--- config.mk ---
export PLATFORM = sky130hd
export DESIGN_NAME = ram_readback
export DESIGN_NICKNAME = d
export VERILOG_FILES = /design/src/rtl/ram_readback.sv
export SDC_FILE = /design/constraint.sdc
export NUM_CORES = 1
export LEC_CHECK = 0
export ABC_AREA = 1
export BUFFER_PORTS_ARGS = -buffer_cell sky130_fd_sc_hd__buf_2
export CORE_ASPECT_RATIO = 2
export CORE_MARGIN = 3
export CORE_UTILIZATION = 51
export CTS_BUF_LIST = sky130_fd_sc_hd__clkbuf_8
export DETAILED_ROUTE_END_ITERATION = 8
export PLACE_DENSITY = 0.84
export SYNTH_ARGS = -nofsm -noshare
export SYNTH_HDL_FRONTEND = slang
export SYNTH_SLANG_ARGS = --single-unit
--- constraint.sdc ---
create_clock -name clk -period 3.2 [get_ports clk]
set_clock_uncertainty 0.1 [all_clocks]
set_input_delay 0.64 -clock clk [delete_from_list [all_inputs] [get_ports clk]]
set_output_delay 0.64 -clock clk [all_outputs]
set_load 0.05 [all_outputs]
--- src/rtl/ram_readback.sv ---
// rtl/ram_readback.sv - streams a contiguous RAM address range out on a valid/ready interface
//
// Purpose: on a start pulse, walks base_addr .. base_addr+count-1 (wrapping mod 2**ADDR_BITS),
// issues one-cycle-latency RAM reads and streams the words out through a 2-entry output FIFO.
// The first read is issued in the start cycle itself, so the first word is valid two cycles
// after start. A read is issued only while FIFO occupancy plus in-flight reads (net of a pop in
// the same cycle) is below 2, so RAM data is never dropped and the RAM is never back-pressured.
//
// Optional feature: define RAM_READBACK_CHKSUM_EN to append one beat carrying the XOR of all data
// words; out_last then marks that beat, and count==0 emits a single all-zero beat.
//
// Ports:
//   clk        in   rising-edge clock
//   rst        in   synchronous reset, active high
//   start      in   single-cycle dump request, only honoured in IDLE
//   base_addr  in   first address, sampled with start
//   count      in   number of words, sampled with start; clamped to 2**ADDR_BITS
//   busy       out  high from the cycle after an accepted start through the done cycle
//   done       out  one-cycle pulse after the last beat is accepted
//   ram_addr   out  RAM read address
//   ram_rd_en  out  RAM read strobe; ram_data is valid the following cycle
//   ram_data   in   RAM read data
//   out_data   out  streamed word
//   out_valid  out  out_data valid
//   out_ready  in   downstream ready
//   out_last   out  final beat of the dump
module ram_readback #(
  parameter int N         = 64,
  parameter int ADDR_BITS = 4,
  parameter int CNT_BITS  = ADDR_BITS + 1
) (
  input  logic                 clk,
  input  logic                 rst,
  input  logic                 start,
  input  logic [ADDR_BITS-1:0] base_addr,
  input  logic [CNT_BITS-1:0]  count,
  output logic                 busy,
  output logic                 done,
  output logic [ADDR_BITS-1:0] ram_addr,
  output logic                 ram_rd_en,
  input  logic [N-1:0]         ram_data,
  output logic [N-1:0]         out_data,
  output logic                 out_valid,
  input  logic                 out_ready,
  output logic                 out_last
);

  localparam logic [CNT_BITS-1:0] NUM_WORDS = CNT_BITS'(2 ** ADDR_BITS);

  typedef enum logic [1:0] {
    S_IDLE,
    S_READ,
    S_DRAIN,
    S_FINISH
  } state_t;

  state_t               r_state;
  state_t               w_next;
  logic [ADDR_BITS-1:0] r_addr;
  logic [CNT_BITS-1:0]  r_issue_left;
  logic                 r_inflight;

  // Output FIFO: two entries, 1-bit pointers, explicit occupancy.
  logic [N-1:0]         r_mem_data [2];
  logic                 r_mem_last [2];
  logic                 r_wptr;
  logic                 r_rptr;
  logic [1:0]           r_occ;

  logic                 w_accept;
  logic [CNT_BITS-1:0]  w_cnt;
  logic                 w_pop;
  logic [2:0]           w_outstanding;
  logic                 w_issue;
  logic [CNT_BITS-1:0]  w_issue_left_next;
  logic                 w_push;
  logic [N-1:0]         w_push_data;
  logic                 w_push_last;

`ifdef RAM_READBACK_CHKSUM_EN
  logic                 r_chk_pending;
  logic [N-1:0]         r_xor;
  logic                 w_chk_push;
`else
  logic                 r_inflight_last;
`endif

  assign w_accept  = (r_state == S_IDLE) && start && !rst;
  assign w_cnt     = (count > NUM_WORDS) ? NUM_WORDS : count;
  assign out_valid = (r_occ != 2'd0);
  assign out_data  = out_valid ? r_mem_data[r_rptr] : '0;
  assign out_last  = out_valid && r_mem_last[r_rptr];
  assign w_pop     = out_valid && out_ready;

  // Words already committed to the FIFO path, after the pop happening this cycle.
  assign w_outstanding = {1'b0, r_occ} + {2'b0, r_inflight} - {2'b0, w_pop};

  // The accept cycle issues the first read at base_addr directly from the inputs.
  always_comb begin
    w_issue           = 1'b0;
    w_issue_left_next = r_issue_left;
    if (w_accept) begin
      w_issue           = (w_cnt != '0);
      w_issue_left_next = w_cnt - CNT_BITS'(w_issue);
    end else if ((r_state == S_READ) && (r_issue_left != '0) && (w_outstanding < 3'd2)) begin
      w_issue           = 1'b1;
      w_issue_left_next = r_issue_left - 1'b1;
    end
  end

  assign ram_rd_en = w_issue;
  assign ram_addr  = w_accept ? base_addr : r_addr;

`ifdef RAM_READBACK_CHKSUM_EN
  // Checksum beat goes in once every read has returned and a slot is free.
  assign w_chk_push  = r_chk_pending && (r_state != S_IDLE) && (r_issue_left == '0) &&
                       !r_inflight && ((r_occ != 2'd2) || w_pop);
  assign w_push      = r_inflight || w_chk_push;
  assign w_push_data = r_inflight ? ram_data : r_xor;
  assign w_push_last = w_chk_push;
`else
  assign w_push      = r_inflight;
  assign w_push_data = ram_data;
  assign w_push_last = r_inflight_last;
`endif

  always_comb begin
    w_next = r_state;
    busy   = 1'b0;
    done   = 1'b0;
    case (r_state)
      S_IDLE: begin
        if (w_accept) begin
`ifdef RAM_READBACK_CHKSUM_EN
          w_next = S_READ;
`else
          w_next = (w_cnt != '0) ? S_READ : S_FINISH;
`endif
        end
      end
      S_READ: begin
        busy = 1'b1;
        if (w_issue_left_next == '0) w_next = S_DRAIN;
      end
      S_DRAIN: begin
        busy = 1'b1;
        if (w_pop && out_last) w_next = S_FINISH;
      end
      S_FINISH: begin
        busy   = 1'b1;
        done   = 1'b1;
        w_next = S_IDLE;
      end
      default: w_next = S_IDLE;
    endcase
  end

  always_ff @(posedge clk) begin
    if (rst) begin
      r_state       <= S_IDLE;
      r_addr        <= '0;
      r_issue_left  <= '0;
      r_inflight    <= 1'b0;
      r_wptr        <= 1'b0;
      r_rptr        <= 1'b0;
      r_occ         <= 2'd0;
      r_mem_data[0] <= '0;
      r_mem_data[1] <= '0;
      r_mem_last[0] <= 1'b0;
      r_mem_last[1] <= 1'b0;
`ifdef RAM_READBACK_CHKSUM_EN
      r_chk_pending <= 1'b0;
      r_xor         <= '0;
`else
      r_inflight_last <= 1'b0;
`endif
    end else begin
      r_state      <= w_next;
      r_issue_left <= w_issue_left_next;
      r_inflight   <= w_issue;
      if (w_issue) r_addr <= ram_addr + 1'b1;
      if (w_push) begin
        r_mem_data[r_wptr] <= w_push_data;
        r_mem_last[r_wptr] <= w_push_last;
        r_wptr             <= ~r_wptr;
      end
      if (w_pop) r_rptr <= ~r_rptr;
      r_occ <= r_occ + {1'b0, w_push} - {1'b0, w_pop};
`ifdef RAM_READBACK_CHKSUM_EN
      if (w_accept) begin
        r_chk_pending <= 1'b1;
        r_xor         <= '0;
      end else begin
        if (w_chk_push) r_chk_pending <= 1'b0;
        if (r_inflight) r_xor <= r_xor ^ ram_data;
      end
`else
      r_inflight_last <= w_issue && (w_issue_left_next == '0);
`endif
    end
  end

endmodule
==> results by group <==
Timing
  • Slew headroom: 0.4927
  • RSZ-0062 raised after global routing: yes
  • Setup TNS: -0.3568 ns
  • Worst hold slack: 0.3767 ns
  • Minimum clock period after layout: 3.325 ns
  • Period utilisation layout: 1.039
  • Final-report max-slew violation count: 0
  • FMAX: 300.8 MHz
  • Slew @ Worst Pin: 0.7609 ns
  • Final hold vios: 0
  • Final WS setup: -0.1246 ns
  • Final setup viols: 4

Status
  • Failing checks: setup timing
  • Run status: finished, violations left

Clock network
  • Clock transition at the registers of the reported paths: 0.07 ns
  • Clock Tree Root: clkbuf_8
  • TritonCTS Sinks: 148
  • CTS buffer count: 17
  • Htree depth: 4
  • Max Root-Sink Buffers: 2
  • Worst skew pair latency: 0.43 ns
  • CTS tree: yes
  • Hold Buf Count CTS: 0

Synthesis
  • Synth unique cells: 32
  • Yosys top cell by area: edfxtp_1
  • Seq/Total Area, Yosys: 0.6214
  • Syn nets: 832
  • Share of the synthesized area in the top cell type: 0.5689
  • Synth Instances: 743
  • Synthesized flop and latch total: 148
  • Post-Syn Area per Cell: 9.235 sq um
  • Top post-synthesis cells by area: edfxtp_1 (57%), nand2_1 (9.4%), nor2_1 (8.2%), a21oi_1 (5.5%), dfxtp_1 (5.3%)
  • Synthesized area: 6862 sq um
  • Synth Warn #: 0

Floorplan
  • Die H: 170.0 um
  • Core area: 13,070 sq um
  • I/O pin count: 150
  • DIE AREA: 14,970 sq um
  • Core Rows: 59
  • Initial core utilization: 0.5251
  • Die Span X: 88.02 um

Placed design
  • Port Buffers: 149
  • RD Place Congestion: 0.8203
  • Placed Cells: 1,026
  • Post-detail-place hpwl: 10.16 mm

Routing
  • Remaining DRCs: 0
  • Routed WL: 15.71 mm
  • Final ANT Viol Nets: 0
  • First drt pass iteration count: 4
  • Initial DRC count: 306
  • WL/cell: 14.75 um
  • Vias: 5,453
  • Vias per inst: 5.120

Pwr
  • Pleak: 0.003911 uW
  • Power Density: 824.2 nW/um^2
  • Maximum VDD drop: 0.7419 mV

Layout
  • Nets: 991
  • Fin cells: 1,065
  • Area Overhead vs Synth: 21.37%
  • Antenna fix cells: 0
  • Fillers: 1,057
  • Share of layout cells above drive strength 1: 0.2749

Critical path
  • Worst R2R End: r_state[1]
  • Critical path class: register to output pin
  • Critical Path Sink Type: output pin
  • Reg2reg setup slack: -0.11 ns
  • Critical Path AT: 2.58 ns
  • CP Max Fanout: 2
  • R2R cell count: 23
  • CP Launch Type: register
  • Worst EP required: 2.46 ns
  • Reg2reg start: r_occ[1]

Worst hold path
  • Class of the worst hold path: register to register
  • Worst Hold Endpoint: r_rptr
  • Hold path cells: 1
  • Hold_sp: r_rptr

Global routing
  • First-pass GRT wire length: 24.36 mm
  • Initial antenna violation count: 1
  • Global Route Usage Sum: 0.2116
  • Vias in the first global route: 5,559
  • Grt ovf: 0
  • Largest net degree at the start of global routing: 67

Flow run
  • Max cap viols: 0
[power breakdown]
group / leakage [uW] / switching, uW / internal (uW)
sequential: 0.00149 / 97.7 / 2340
clock: 0.000175 / 681 / 603
combinational: 0.00224 / 2300 / 851
[cell usage after synthesis]
library cell and count:
nand2_1 172, nor2_1 149, edfxtp_1 130, inv_1 95, a21oi_1 75, clkbuf_1 23
nand3_1 19, dfxtp_1 18, buf_1 11, ha_1 11, o21ai_0 9, nand2_2 4
nor2_2 4, buf_2 2, inv_2 2, nand3_2 2, or2_2 2, a21oi_2 1
a22oi_1 1, buf_6 1, buf_8 1, fa_1 1, inv_4 1, nand3_4 1
nand4_1 1, nor3_1 1, o21a_1 1, o21ai_4 1, o21bai_1 1, o221ai_1 1
xnor2_1 1, xor2_1 1
[layer usage]
layer	track usage	vias to the layer above	wire, um
met4	0.1125	2	505
li1	-	2687	-
met5	0	-	7
met1	0.1980	2561	5516
met3	0.04118	39	648
met2	0.4103	164	9031
[state kept, by name, indices dropped and copies added, names as in the netlist, named ones only]
signal,flops
r_inflight_last,1
r_mem_last,2
r_occ,2
r_addr,4
r_inflight,1
r_rptr,1
r_state,2
r_mem_data,128
r_issue_left,5
r_wptr,1
[stage by stage]
step | utilization | setup slack (ns) | area, sq um | power (uW)
2_1_floorplan | - | 0.006864 | 6870 | 4589
3_3_place_gp | 0.5976 | -0.2395 | 7809 | 5303
3_5_place_dp | 0.5976 | -0.3322 | 7809 | 5360
4_1_cts | 0.6317 | -0.1606 | 8254 | 6765
5_1_grt | 0.6374 | -0.2519 | 8328 | 7224
6_report | 0.6374 | -0.1246 | 8328 | 6864
[logic make-up after synthesis]
logic type	share of synthesized area
buf+inv	0.07786
compound gates	0.06948
simple gates	0.2057
xor+xnor	0.002553
flops	0.6214
fa+ha+maj	0.02298
[cells in the final DEF (no fill, tap or decap), drive strengths merged, types with 2 or more instances in the layout]
cell type | netlist | routed
buf | 15 | 178
nand2 | 176 | 176
nor2 | 153 | 153
edfxtp | 130 | 130
inv | 98 | 100
a21oi | 76 | 76
nand3 | 22 | 22
dfxtp | 18 | 18
clkbuf | 23 | 17
ha | 11 | 11
o21ai | 10 | 10
clkinv | 0 | 7
clkinvlp | 0 | 3
or2 | 2 | 2
[critical path, stage by stage (launching register included)]
cell and delay, ns:
dfxtp_2 0.34, nor2_4 0.13, nor2_4 0.05, ha_4 0.25, inv_2 0.04, ha_4 0.14
fa_1 0.47, inv_2 0.09, nand2_2 0.06, nor2_2 0.11, nand3_2 0.09, nand2_2 0.09
o21ai_4 0.07, clkinvlp_4 0.09, buf_8 0.14
[area by class of cell]
cell class                 count  area, sq um  share of cell area
sequential                   148         4268              0.5125
multi-input combinational    459         2172              0.2608
timing repair buffer         178        980.9              0.1178
inverter                      98        374.1             0.04492
clock buffer                  17        234.0             0.02809
tap                          152        190.2             0.02284
clock inverter                13        108.9             0.01307
[how the worst max path moves through the flow]
stage / start / endpoint / slack (ns) / cells past startpoint
finish: r_occ[1] / ram_rd_en / -0.12 / 14
CTS: r_occ[0] / ram_rd_en / -0.16 / 14
floorplan: out_ready / ram_rd_en / 0.007 / 13
detailed placement: out_ready / ram_rd_en / -0.33 / 15
global route: r_occ[1] / r_state[0] / -0.25 / 23
global placement: out_ready / ram_rd_en / -0.24 / 15
[timing repair]
item,in CTS,in global routing
gates resized for setup,16,11
pin swaps,9,15
setup endpoints to repair,1,4
endpoints found under the hold margin,0,0
setup buffers,6,4
Note: power is estimated with default switching activity, not from simulation.
